File: src/rtl/dat_mem_bank.sv
`default_nettype none
// ============================================================================
// Module      : dat_mem_bank
// Description : Single-port word memory with a one-cycle access pipeline,
//               read-before-write semantics, tag echo, and a sequential
//               clear engine that zeroes the array after reset or on demand.
// Revision    : 1.0 - initial release
// ============================================================================
module dat_mem_bank #(
  parameter int W     = 8,
  parameter int DEPTH = 256,
  parameter int TW    = 12,
  localparam int AW   = $clog2(DEPTH)
) (
  input  logic          clk,
  input  logic          rst_n,
  input  logic          req,
  input  logic          wr_en,
  input  logic [AW-1:0] addr,
  input  logic [W-1:0]  dat_in,
  input  logic [TW-1:0] tag_in,
  input  logic          clr_start,
  output logic          ready,
  output logic [W-1:0]  dat_out,
  output logic          dat_vld,
  output logic [TW-1:0] tag_out,
  output logic          clr_busy
);

  // One extra bit so DEPTH itself is representable when DEPTH is a power of two.
  localparam logic [AW:0]   c_depth = (AW+1)'(DEPTH);
  localparam logic [AW-1:0] c_last  = AW'(DEPTH - 1);

  typedef enum logic [0:0] {
    S_CLR  = 1'b0,
    S_IDLE = 1'b1
  } state_t;

  state_t        r_state;
  state_t        w_state_nxt;
  logic [AW-1:0] r_ptr;
  logic [AW-1:0] w_ptr_nxt;
  logic          w_accept;
  logic          w_addr_ok;
  logic [W-1:0]  w_rd_data;
  logic [W-1:0]  core [0:DEPTH-1];

  assign ready     = (r_state == S_IDLE);
  assign clr_busy  = (r_state == S_CLR);
  assign w_accept  = req && ready;
  assign w_addr_ok = ({1'b0, addr} < c_depth);

  // State and clear-pointer register; reset restarts the clear from word 0.
  always_ff @(posedge clk or negedge rst_n) begin
    if (!rst_n) begin
      r_state <= S_CLR;
      r_ptr   <= '0;
    end else begin
      r_state <= w_state_nxt;
      r_ptr   <= w_ptr_nxt;
    end
  end

  // Next state: walk the pointer through the array, leave CLR after the last word.
  always_comb begin
    w_state_nxt = r_state;
    w_ptr_nxt   = r_ptr;
    case (r_state)
      S_CLR: begin
        if (r_ptr == c_last) begin
          w_state_nxt = S_IDLE;
          w_ptr_nxt   = '0;
        end else begin
          w_ptr_nxt   = r_ptr + AW'(1);
        end
      end
      S_IDLE: begin
        w_ptr_nxt = '0;
        if (clr_start) begin
          w_state_nxt = S_CLR;
        end
      end
      default: begin
        w_state_nxt = S_CLR;
        w_ptr_nxt   = '0;
      end
    endcase
  end

  // Read path: out-of-range addresses read as zero and never index the array.
  always_comb begin
    w_rd_data = '0;
    if (w_addr_ok) begin
      w_rd_data = core[addr];
    end
  end

  // Completion register: pulse valid one cycle after accept, otherwise hold data/tag.
  always_ff @(posedge clk or negedge rst_n) begin
    if (!rst_n) begin
      dat_out <= '0;
      dat_vld <= 1'b0;
      tag_out <= '0;
    end else begin
      dat_vld <= w_accept;
      if (w_accept) begin
        dat_out <= w_rd_data;
        tag_out <= tag_in;
      end
    end
  end

  // Array write port: accepted in-range writes in IDLE, zero fill while clearing.
  always_ff @(posedge clk) begin
    if (w_accept && wr_en && w_addr_ok) begin
      core[addr] <= dat_in;
    end else if (r_state == S_CLR) begin
      core[r_ptr] <= '0;
    end
  end

endmodule
`default_nettype wire

File: config.mk
export PLATFORM = sky130hd
export DESIGN_NAME = dat_mem_bank
export DESIGN_NICKNAME = d
export VERILOG_FILES = /design/src/rtl/dat_mem_bank.sv
export SDC_FILE = /design/constraint.sdc
export NUM_CORES = 2
export LEC_CHECK = 0
export ABC_AREA = 1
export CAP_MARGIN = 20
export CORE_MARGIN = 2
export CORE_UTILIZATION = 23
export DETAILED_ROUTE_END_ITERATION = 6
export MAX_ROUTING_LAYER = met4
export SYNTH_ARGS = -nofsm -noshare
export SYNTH_HDL_FRONTEND = slang
export SYNTH_SLANG_ARGS = --single-unit
File: constraint.sdc
create_clock -name clk -period 4.3 [get_ports clk]
set_input_delay 0.43 -clock clk [delete_from_list [all_inputs] [get_ports clk]]
set_output_delay 0.43 -clock clk [all_outputs]
set_load 0.1 [all_outputs]
Word level (Yosys, flattened, before mapping):

Memory sizes are Yosys's and may differ from the RTL's. A register that Yosys moved wholly into a read port is not among the register bits.
Index checks and enable logic that the tools add are counted.

* add/subtract/negate cells: 1
* equality and inequality tests: 1
* muxes and demuxes: 13
* bitwise gates (word level): 1
* reductions and logical operators: 4

Operator list (number)
* 8-bit two-way mux: 3
* 8-bit case mux with 2 select lines: 1
* 8-bit by 1-bit adder with 8-bit output (second input constant): 1
* 8-bit == test (second input constant): 1
* 1-bit two-way mux: 8
* 8-bit OR reduction: 1
* 1-bit logical AND: 2
* 1-bit case mux with 2 select lines: 1
* 1-bit logical NOT: 1
* 1-bit inverter: 1

* bits in registers: 22
* memory bits (writable): 2048
* input port bits: 33
* output and inout bits: 23
* word-level logic and storage cells: 25
* memories: 1

Memory list
* core: depth 256, bits a word 8, rd ports 1, clocked after memory_dff 1, wr ports 1, RTL line 46 `logic [W-1:0] core [0:DEPTH-1];`

Longest topological paths before layout:

* depth in word-level cells: 6
* gate-level depth with buffers: 15
* gate-level depth less buffers: 11

Worst setup path after synthesis:

No wires, ideal clock.

* path type: register to register
* start point: register r_state, in the netlist ready
* end point: memory core[0][0], data pin
* setup time: 0.773 ns
* arrival: 4.362 ns
* data required time: 3.527 ns
* slack: -0.835 ns
* cell stages (with the launch flop): 5
* path buffers: 2
* clock period less this slack: 5.135 ns
* cells stage by stage: dfrtp_1 > buf_2 > clkbuf_1 > nand2_1 > inv_1

* word-level cells in the longest chain between the ends: 6
* elaborated cells on any way between the ends: 7
* those cells by class: 4 x mux; 3 x reduce/logical

Ends and longest elaborated chain
* start: declaration: RTL line 39 `state_t r_state;`
* start signal: assignment: RTL line 59 `r_state <= w_state_nxt;`
* 1-bit logical AND: RTL line 50 `assign w_accept = req && ready;`
* 1-bit logical AND: RTL line 115 `if (w_accept && wr_en && w_addr_ok) begin`
* 1-bit two-way mux (*): RTL line 115
* 1-bit two-way mux (implied by the code) (*): RTL line 118 `core[r_ptr] <= '0;`
* 8-bit OR reduction (no line) (*)
* 8-bit two-way mux (no line) (*)
* end: declaration: RTL line 46

Every way passes the cells marked *; elsewhere a longest branch is shown, timed or not.

Worst setup path in the final report:

* start point: register r_state, in the netlist ready
* end point: memory core[85][3] (enable)

* word-level cells in the longest chain between the ends: 6
* elaborated cells on any way between the ends: 10
* those cells by class: 7 x mux; 3 x reduce/logical

Ends and longest elaborated chain (RTL line)
* 1-bit logical AND: 50
* 1-bit logical AND: 115
* 1-bit two-way mux: 115
* 1-bit two-way mux (implied by the code): 118
* 8-bit OR reduction (no line)
* 8-bit two-way mux (no line) / 1-bit two-way mux (equally long branches)

Several ways; a longest one is shown, not always the timed one.

==> flow_metrics.tcl <==
set metrics [dict create \
    design_area_um2 97600 \
    first_pass_iters 6 \
    grt_pass1_wl_mm 351 \
    clk_path_buf_depth 3 \
    grt_max_degree 182 \
    rr_startpoint "ready$_DFF_PN0_" \
    numCtsBuffers 209 \
    skew_ns 0.0271 \
    maxCapViolations 0 \
    register_area_um2 62200 \
    met2_length_mm 113 \
    placedInstanceArea_um2 90800 \
    globalplace.congestion 0.808 \
    drt_wl_total_mm 238 \
    dp_hpwl_mm 135 \
    critPathKind "flop to flop" \
    hold_end "tag_out[5]$_DFFE_PN0N_" \
    dr_total_vias 54800 \
    status "finished, final reports clean" \
    yosys_warnings 0 \
    grt_antenna_before_repair 6 \
    cp-end-kind "flop" \
    power_switching_mw 9.20 \
    hold_viol_final 0 \
    hold_path.startpoint "tag_in[5]" \
    vias_per_cell 4.52 \
    p_int_mw 32.9 \
    critical_path_depth 7 \
    synth-seq-area-share_pct 73.6 \
    clock_latency_ns 0.85 \
    r2r_cells 7 \
    portBuffers 55 \
    min_path_type "input pin to flop" \
    fin_setup_tns_ns 0 \
    ys_seq_elements 2078 \
    wl_per_cell_um 19.6 \
    combPwrFrac_pct 5.1 \
    tritoncts "done" \
    drc_errors 0 \
    synth.avg_cell_area_um2 11.9 \
    dr.max_layer_used "met4" \
    crit_buf_inv 2 \
    dieArea_um2 373000 \
    syn_inst 7135 \
    p_leak_nw 31.8 \
    grt_pass1_vias 52500 \
    reg2reg_slack_ns 0.37 \
    clockPowerShare_pct 42.9 \
    p_sw_share_pct 21.8 \
    fmax_ghz 0.255 \
    start_util_pct 23.1 \
    cts_resized 0 \
    p_per_area_nw_per_um2 432 \
    die_y_um 610 \
    fill_cells 37400 \
    cts.clk_slew.worst_paths_ns 0.06 \
    ant_nets 0 \
    synth_fp_nets 7169 \
    htreeDepth 4 \
    ys_types 30 \
    startpoint_type "flop" \
    crit_family "simple AND/OR/NAND/NOR gates" \
    crit_chain "buf_4 -> nand2_1 -> o21ai_1 -> inv_1 -> nor2_1 -> nand2_1 -> nor2_1" \
    root_buffer "clkbuf_16" \
    drt_iter0_drc 6486 \
    multi_input_comb_area_um2 19600 \
    grt_usage_pct 12.8 \
    fin_crit_ns 3.93 \
    die_w_um 610 \
    critPathSlowestCell "nor2_1" \
    layout.nets 7156 \
    rows 222 \
    core_um2 366000 \
    hold_depth 3 \
    setup_viol 0 \
    crit_arrival_ns 4.38 \
    slew_headroom_pct 27.1 \
    worstPathMaxFanout 29 \
    reg2reg_to "core[85][3]$_DFFE_PP_" \
    hold_buffers 1 \
    rsz0062_at_grt "false" \
    cp.required_ns 4.76 \
    syn-cell-area_um2 84600 \
    globalRouteOverflowTotal 0 \
    cp_slowest_stage_delay_ns 0.83 \
    wl_met1_mm 100 \
    tightestPinTransition_ns 1.09 \
    wl_met3_mm 17.0 \
    cts.sinks 2078 \
    post_cts_buffers 0 \
    drive_above_1_share_pct 7.62 \
    seq_power_share_pct 52.0 \
    fin_crit_sh_pct 91.4 \
    area_growth_pct 15.4 \
    peakVddDrop_v 0.000369 \
    slew_violations 0 \
    io_pins 56 \
]
==> power groups by stage <==
stage	logic, mW	registers, mW	clock network [mW]
6_report	2.15	21.9	18.1
2_1_floorplan	1.43	22.3	0
3_3_place_gp	2.12	22.3	0
5_1_grt	2.36	21.9	19.1
4_1_cts	2.14	21.9	18.3
3_5_place_dp	2.14	22.3	0
==> layer usage <==
layer | vias to the layer above | GRT usage, %
li1 | 25300 | -
met1 | 27000 | 16.7
met2 | 2092 | 20.4
met3 | 378 | 1.87
met4 | 0 | 4.23
met5 | - | -
==> stage by stage <==
step                utilization, %  hold WS, ns  instances  power [mW]  setup WS, ns
global placement              24.8        0.466      11700        24.5        -0.102
floorplan                        -        0.134       7135        23.8         0.479
finish                        26.7        0.121      12100        42.1         0.372
CTS                           26.7       0.0605      12100        42.3         0.392
detailed placement            24.8        0.468      11700        24.5       -0.0189
global route                  26.7       0.0942      12100        43.3         0.275
==> worst max path at each step <==
stage	start	slack [ns]	endpoint
6_report	ready$_DFF_PN0_	0.37	core[85][3]$_DFFE_PP_
4_1_cts	ready$_DFF_PN0_	0.39	core[85][3]$_DFFE_PP_
2_1_floorplan	ready$_DFF_PN0_	0.48	core[0][0]$_DFFE_PP_
3_3_place_gp	addr[6]	-0.10	core[44][5]$_DFFE_PP_
5_1_grt	ready$_DFF_PN0_	0.27	core[84][0]$_DFFE_PP_
3_5_place_dp	addr[6]	-0.02	core[45][2]$_DFFE_PP_
==> area by class of cell <==
| cell class | count | share of cell area [%] |
|---|---|---|
| sequential | 2078 | 63.8 |
| multi-input combinational | 4513 | 20.1 |
| tap | 4816 | 6.18 |
| clock buffer | 265 | 5.69 |
| timing repair buffer | 266 | 2.71 |
| clock inverter | 116 | 1.22 |
| inverter | 54 | 0.282 |
| antenna | 5 | 0.0128 |
==> kinds of logic (layout without fill, tap and decap cells) <==
kind of cell    count (synthesis)  in the layout  share of synthesized area (%)
compound gates                 15             15                          0.102
other cells                     0              5                              0
simple gates                 4494           4494                           23.0
xor+xnor                        3              3                         0.0311
fa+ha+maj                       1              1                         0.0148
flops                        2078           2078                           73.6
buf+inv                       544            701                           3.21
==> Yosys cell counts <==
master	count	area (um^2)
nand2_1	2148	8060
edfxtp_1	2048	61500
nand3_1	2044	10200
buf_2	295	1480
nor2_1	283	1060
clkbuf_1	103	387
buf_4	52	390
inv_1	43	161
dfrtp_1	30	751
buf_1	26	97.6
buf_6	14	158
nor2_2	14	87.6
inv_2	8	30.0
a21oi_1	4	20.0
o21ai_0	4	20.0
o21ai_1	3	15.0
nand2_2	2	12.5
xnor2_1	2	17.5
a21boi_0	1	7.51
a21oi_2	1	8.76
a31oi_1	1	6.26
and3_1	1	6.26
clkinv_1	1	3.75
clkinv_2	1	5.00
ha_1	1	12.5
inv_4	1	6.26
nor3_1	1	5.00
nor3_2	1	10.0
o21ai_2	1	8.76
xor2_1	1	8.76
==> cell usage in the layout (no fill, tap or decap), types with 33 or more instances in the layout <==
| cell type | n |
|---|---|
| buf_12 | 39 |
| clkbuf_16 | 212 |
| nand3_1 | 2044 |
| buf_4 | 170 |
| nor2_1 | 283 |
| clkbuf_1 | 48 |
| nand2_1 | 2137 |
| clkinv_1 | 47 |
| clkdlybuf4s50_1 | 47 |
| edfxtp_1 | 2048 |
| clkinv_2 | 33 |
==> sequential cells by signal, indices dropped and copies added (netlist names) <==
register	cells
dat_out	8
core	2048
tag_out	12
dat_vld	1
ready	1
r_ptr	8
==> worst min-delay path, cell delays in order <==
cell and delay [ns]:
clkdlybuf4s50_1 0.39, nand2_1 0.06, nand2_1 0.04
No activity file was read; power rests on OpenSTA's default activity.
